### src/rtl/note_arbiter_if.sv
// Key-event / note-output bundle between the debouncers, the note arbiter and the tone generator.
interface note_arbiter_if #(
    parameter int unsigned TONE_W = 20
);
    logic [7:0]        key_flag;
    logic [7:0]        key_value;
    logic              note_valid;
    logic [2:0]        note_idx;
    logic              note_start;
    logic [TONE_W-1:0] tone_div;
    logic [7:0]        held_mask;

    modport master (
        output key_flag, key_value,
        input  note_valid, note_idx, note_start, tone_div, held_mask
    );

    modport slave (
        input  key_flag, key_value,
        output note_valid, note_idx, note_start, tone_div, held_mask
    );
endinterface

### src/rtl/note_arbiter.sv
// Monophonic last-pressed-wins note arbiter for the 8-key piano.
// Define NOTE_ARB_RELEASE_EN to build in the RELEASE tail state and its 24-bit counter.
module note_arbiter #(
    parameter int unsigned RELEASE_CYC = 4_800_000,
    parameter int unsigned TONE_W      = 20
) (
    input  logic          sys_clk,
    input  logic          sys_rst,
    note_arbiter_if.slave bus
);

    typedef enum logic [1:0] {IDLE, PLAY, RELEASE} state_t;

    localparam logic [23:0] REL_LOAD = 24'(RELEASE_CYC - 1);

    state_t            state, state_n;
    logic [2:0]        idx_q, idx_n;
    logic              start_q, start_n;
    logic [TONE_W-1:0] tone_q;
    logic [7:0]        held_q, held_n;
    logic [7:0]        press, rel;

    function automatic logic [2:0] lowest(input logic [7:0] m);
        logic [2:0] r;
        r = 3'd0;
        for (int i = 7; i >= 0; i--) begin
            if (m[i]) r = 3'(i);
        end
        return r;
    endfunction

    function automatic logic [TONE_W-1:0] tone_lut(input logic [2:0] i);
        logic [TONE_W-1:0] t;
        unique case (i)
            3'd0:    t = TONE_W'(91732);
            3'd1:    t = TONE_W'(81727);
            3'd2:    t = TONE_W'(72810);
            3'd3:    t = TONE_W'(68722);
            3'd4:    t = TONE_W'(61224);
            3'd5:    t = TONE_W'(54545);
            3'd6:    t = TONE_W'(48595);
            default: t = TONE_W'(45867);
        endcase
        return t;
    endfunction

    // Flags whose level matches the held bit are redundant and dropped here
    assign press  = bus.key_flag & ~bus.key_value & ~held_q;
    assign rel    = bus.key_flag &  bus.key_value &  held_q;
    assign held_n = (held_q | press) & ~rel;

`ifdef NOTE_ARB_RELEASE_EN
    logic [23:0] cnt_q, cnt_n;
`else
    logic unused_rel;
    assign unused_rel = ^REL_LOAD;
`endif

    always_comb begin
        state_n = state;
        idx_n   = idx_q;
        start_n = 1'b0;
`ifdef NOTE_ARB_RELEASE_EN
        cnt_n   = cnt_q;
`endif
        unique case (state)
            IDLE: begin
                if (|press) begin
                    state_n = PLAY;
                    idx_n   = lowest(press);
                    start_n = 1'b1;
                end
            end
            PLAY: begin
                if (|press) begin
                    idx_n   = lowest(press);
                    start_n = (idx_n != idx_q);
                end else if (rel[idx_q]) begin
                    if (|held_n) begin
                        idx_n   = lowest(held_n);
                        start_n = 1'b1;
                    end else begin
`ifdef NOTE_ARB_RELEASE_EN
                        state_n = RELEASE;
                        cnt_n   = REL_LOAD;
`else
                        state_n = IDLE;
`endif
                    end
                end
            end
`ifdef NOTE_ARB_RELEASE_EN
            RELEASE: begin
                if (|press) begin
                    state_n = PLAY;
                    idx_n   = lowest(press);
                    start_n = (idx_n != idx_q);
                end else if (cnt_q == 24'd0) begin
                    state_n = IDLE;
                end else begin
                    cnt_n = cnt_q - 24'd1;
                end
            end
`endif
            default: state_n = IDLE;
        endcase
    end

    always_ff @(posedge sys_clk or posedge sys_rst) begin
        if (sys_rst) begin
            state   <= IDLE;
            idx_q   <= 3'd0;
            start_q <= 1'b0;
            tone_q  <= '0;
            held_q  <= 8'h00;
        end else begin
            state   <= state_n;
            idx_q   <= idx_n;
            start_q <= start_n;
            tone_q  <= (state_n != IDLE) ? tone_lut(idx_n) : '0;
            held_q  <= held_n;
        end
    end

`ifdef NOTE_ARB_RELEASE_EN
    always_ff @(posedge sys_clk or posedge sys_rst) begin
        if (sys_rst) cnt_q <= 24'd0;
        else         cnt_q <= cnt_n;
    end
`endif

    assign bus.note_valid = (state != IDLE);
    assign bus.note_idx   = idx_q;
    assign bus.note_start = start_q;
    assign bus.tone_div   = tone_q;
    assign bus.held_mask  = held_q;

endmodule

### src/flat_wrapper.sv
// flat-port wrapper written by rule: the top's interface ports become plain ports
module note_arbiter_flat 
#(
    parameter int unsigned RELEASE_CYC = 4_800_000,
    parameter int unsigned TONE_W      = 20
)
  (sys_clk, sys_rst, bus_key_flag, bus_key_value, bus_note_valid, bus_note_idx, bus_note_start, bus_tone_div, bus_held_mask);
  note_arbiter_if #(.TONE_W(TONE_W)) bus_i ();
  input  logic sys_clk;
  input  logic sys_rst;
  input wire logic [$bits(bus_i.key_flag)-1:0] bus_key_flag;
  input wire logic [$bits(bus_i.key_value)-1:0] bus_key_value;
  output wire logic [$bits(bus_i.note_valid)-1:0] bus_note_valid;
  output wire logic [$bits(bus_i.note_idx)-1:0] bus_note_idx;
  output wire logic [$bits(bus_i.note_start)-1:0] bus_note_start;
  output wire logic [$bits(bus_i.tone_div)-1:0] bus_tone_div;
  output wire logic [$bits(bus_i.held_mask)-1:0] bus_held_mask;
  assign bus_i.key_flag = bus_key_flag;
  assign bus_i.key_value = bus_key_value;
  assign bus_note_valid = bus_i.note_valid;
  assign bus_note_idx = bus_i.note_idx;
  assign bus_note_start = bus_i.note_start;
  assign bus_tone_div = bus_i.tone_div;
  assign bus_held_mask = bus_i.held_mask;
  note_arbiter #(.RELEASE_CYC(RELEASE_CYC), .TONE_W(TONE_W)) u_core (.sys_clk(sys_clk), .sys_rst(sys_rst), .bus(bus_i));
endmodule
### config.mk
export PLATFORM = sky130hd
export DESIGN_NAME = note_arbiter_flat
export DESIGN_NICKNAME = d
export VERILOG_FILES = /design/src/rtl/note_arbiter_if.sv /design/src/rtl/note_arbiter.sv /design/src/flat_wrapper.sv
export SDC_FILE = /design/constraint.sdc
export NUM_CORES = 1
export LEC_CHECK = 0
export CAP_MARGIN = 20
export CORE_UTILIZATION = 52
export CTS_BUF_LIST = sky130_fd_sc_hd__clkbuf_4 sky130_fd_sc_hd__clkbuf_8
export DETAILED_ROUTE_END_ITERATION = 7
export GPL_ROUTABILITY_DRIVEN = 0
export PLACE_DENSITY = 0.86
export RECOVER_POWER = 50
export SETUP_SLACK_MARGIN = 0.5
export SLEW_MARGIN = 5
export SYNTH_ARGS = -nofsm -noshare
export SYNTH_HDL_FRONTEND = slang
export SYNTH_SLANG_ARGS = --single-unit
### constraint.sdc
create_clock -name sys_clk -period 5.21 [get_ports sys_clk]
set_input_delay 1.042 -clock sys_clk [delete_from_list [all_inputs] [get_ports sys_clk]]
set_output_delay 1.042 -clock sys_clk [all_outputs]
set_load 0.005 [all_outputs]
==> metrics.yaml <==
final_common_cell: "clkdlybuf4s50_1"
clock_path_buffers: 2
whs_endpoint: "u_core.bus.note_start"
reg2reg_to: "u_core.bus.tone_div[12]"
ys.flop_type: "dfrtp_1"
use_met2_pct: 41.1
share_comb_of_total_power_pct: 41.1
viasPerCell: 5.73
synth-edff-count: 0
peakVddDrop_uv: 265
core_sq_um: 3050
drive_above_1_share_pct: 8.93
yosys.area_share.simple_pct: 23.5
pin_count: 51
drt_iter0_markers: 63
grt_pass1_wl_um: 6460
whs_ps: 606
cts_setup_buffers: 0
total_power_mw: 0.826
slew_violations: 0
swShare_pct: 34.4
dp.final_hpwl_um: 3110
die_area_sq_um: 3430
cts_sinks: 31
grt_use_met1_pct: 32.3
synth_xor_area_share_pct: 2.63
multi_input_area_sq_um: 802
cp-startpoint: "bus_key_flag[3]"
internal-power_mw: 0.542
netlist_area_sq_um: 1660
ys_warn_count: 0
violations: "design-rule violations"
setup.worst_path.end_class: "flop"
fin_crit_sh_pct: 71.9
postCtsResizedCells: 0
p_per_area_nw_per_um2: 371
setup_viol: 0
routedWlPerCell_um: 14.9
finalCriticalPeriod_ps: 3740
critPathArrivalTime_ps: 3940
pre_cts_ws_ps: 1180
grt.total_usage_pct: 25.5
grt_pass1_vias: 1433
finalHoldViolCount: 0
grt_max_degree: 26
first_pass_iters: 6
pwr-share-seq_pct: 39.3
synth_seq_cells: 31
antenna_found_initial: 0
cts_buffers: 5
clkLatencyLatePin_ps: 330
diodes: 0
path_class: "in -> reg"
p_leak_nw: 0.972
p_sw_mw: 0.285
ff_latch_area_sq_um: 776
cts_tree: "built"
synth_compound_area_share_pct: 18.0
rows: 20
grt.busiest_layer: "met2"
synth_top_cell_by_area: "dfrtp_1"
yosysUniqueCellTypes: 47
vias: 1536
synth_area_leaders: "dfrtp_1 (47%), a21oi_1 (4.5%), nor2_1 (3.8%), nor3b_1 (3.6%), nand3_1 (2.4%)"
drtAntennaViolNets: 0
cts_hold_buf: 0
syn_inst: 172
finClkSkew_ps: 8.62
final.setup.tns_ps: 0
wirelength_um: 4000
die_x_um: 58.6
worstHoldStart: "u_core.state[1]"
final_cell_mix: "clkdlybuf4s50_1 (32), dfrtp_1 (31), nor2_1 (17), a21oi_1 (15), dlygate4sd3_1 (15)"
r2r_slack_ps: 2250
grt_util_met3_pct: 7.25
synth_area_per_cell_sq_um: 9.67
fin_nets: 241
drc_errors: 1
status: "complete, but fails checks"
initial_core_util_pct: 54.5
holdPathStages: 1
rr_startpoint: "u_core.bus.note_idx[0]"
nFillCells: 241
critPathMaxFanout: 15
clk_pin_slew_ps: 100
synthArstFlopShare_pct: 100
areaGrowthSynthToFinish_pct: 33.9
htreeDepth: 2
synth.top_cell.area_share_pct: 46.6
max_freq_ghz: 0.267
worstRegToRegCells: 7
synth_top_family_by_area: "simple AND/OR/NAND/NOR gates"
synthAdderAreaFrac_pct: 0
slew_headroom_pct: 14.9
dieHeight_um: 58.6
cp.required_ps: 5400
synth.area.mux_share_pct: 3.16
grt-ovfl-total: 0
rsz0062_at_grt: "false"
seq_area_frac_synth_pct: 46.6
place.port_buffers: 47
root_buffer: "clkbuf_4"
tightest_slew_ps: 1280
maxCapViolCount: 0
clkPwrFrac_pct: 19.7
setup_ws_ps: 1470
hp-class: "reg -> reg"
cp-start-kind: "input port"
## cell usage after synthesis, types with 3 or more instances
master and n:
dfrtp_1 31, a21oi_1 15, or2_2 3, buf_4 3, a21o_1 3, inv_1 9
o21ai_0 4, nor2_1 17, nor3_1 8, mux2i_1 3, clkbuf_1 3, a211o_1 3
nand2_1 5, nand3_1 8, xnor2_1 3, nor3b_1 8, and2_1 3
## flip-flops by register name, summed over array words and instances (netlist names)
signal and cells:
u_core.state 2, u_core.bus.note_start 1, u_core.bus.note_idx 3, u_core.bus.tone_div 17
u_core.bus.held_mask 8
## power by group through the flow
stage / registers (mW) / clock network, mW / logic [mW]
3_5_place_dp: 0.330 / 0 / 0.344
5_1_grt: 0.331 / 0.177 / 0.370
4_1_cts: 0.325 / 0.165 / 0.345
2_1_floorplan: 0.324 / 0 / 0.203
3_3_place_gp: 0.328 / 0 / 0.328
6_report: 0.324 / 0.163 / 0.339
## worst max-delay path: stages
cell and delay (ps):
dlygate4sd3_1 610, nand3_1 90, mux4_2 480, a211o_1 360
a21oi_2 150, or3b_1 420, a31oi_4 400, nor2b_1 270
a21oi_1 110
## layout make-up
type	instances	share of cell area (%)
clock buffers	7	2.92
clock inverters	1	0.337
inverters	11	1.85
multi-input cells	125	36.0
flip-flops and latches	31	34.8
well taps	44	2.47
repair buffers	49	21.6
## cell families after synthesis
kind of cell / after synthesis
flops: 31
other cells: 1
simple gates: 69
compound gates: 43
xor+xnor: 5
mux: 4
buf+inv: 19
## per-layer routing
layer / routed length [um] / share of wire (%) / vias up
met2: 2010 / 50 / 80
met1: 1570 / 39 / 725
met3: 321 / 8.0 / 12
met4: 92 / 2.3 / 0
li1: - / - / 719
met5: 0 / 0 / -
## through the flow
stage                     utilization, %  std cells  instance area [sq um]
final                               73.0        268                   2230
after global routing                73.0        268                   2230
after CTS                           73.5        267                   2240
after detailed placement            71.1        259                   2170
after global placement              70.2        258                   2140
after floorplan                        -        175                   1680
## how the worst max path moves through the flow
stage                                    to  slack [ps]
global route        u_core.bus.tone_div[11]        1310
global placement    u_core.bus.tone_div[12]        1330
detailed placement  u_core.bus.tone_div[12]        1180
finish              u_core.bus.tone_div[12]        1470
floorplan            u_core.bus.tone_div[4]        2050
CTS                 u_core.bus.tone_div[12]        1530
Note: power is estimated with default switching activity, not from simulation.
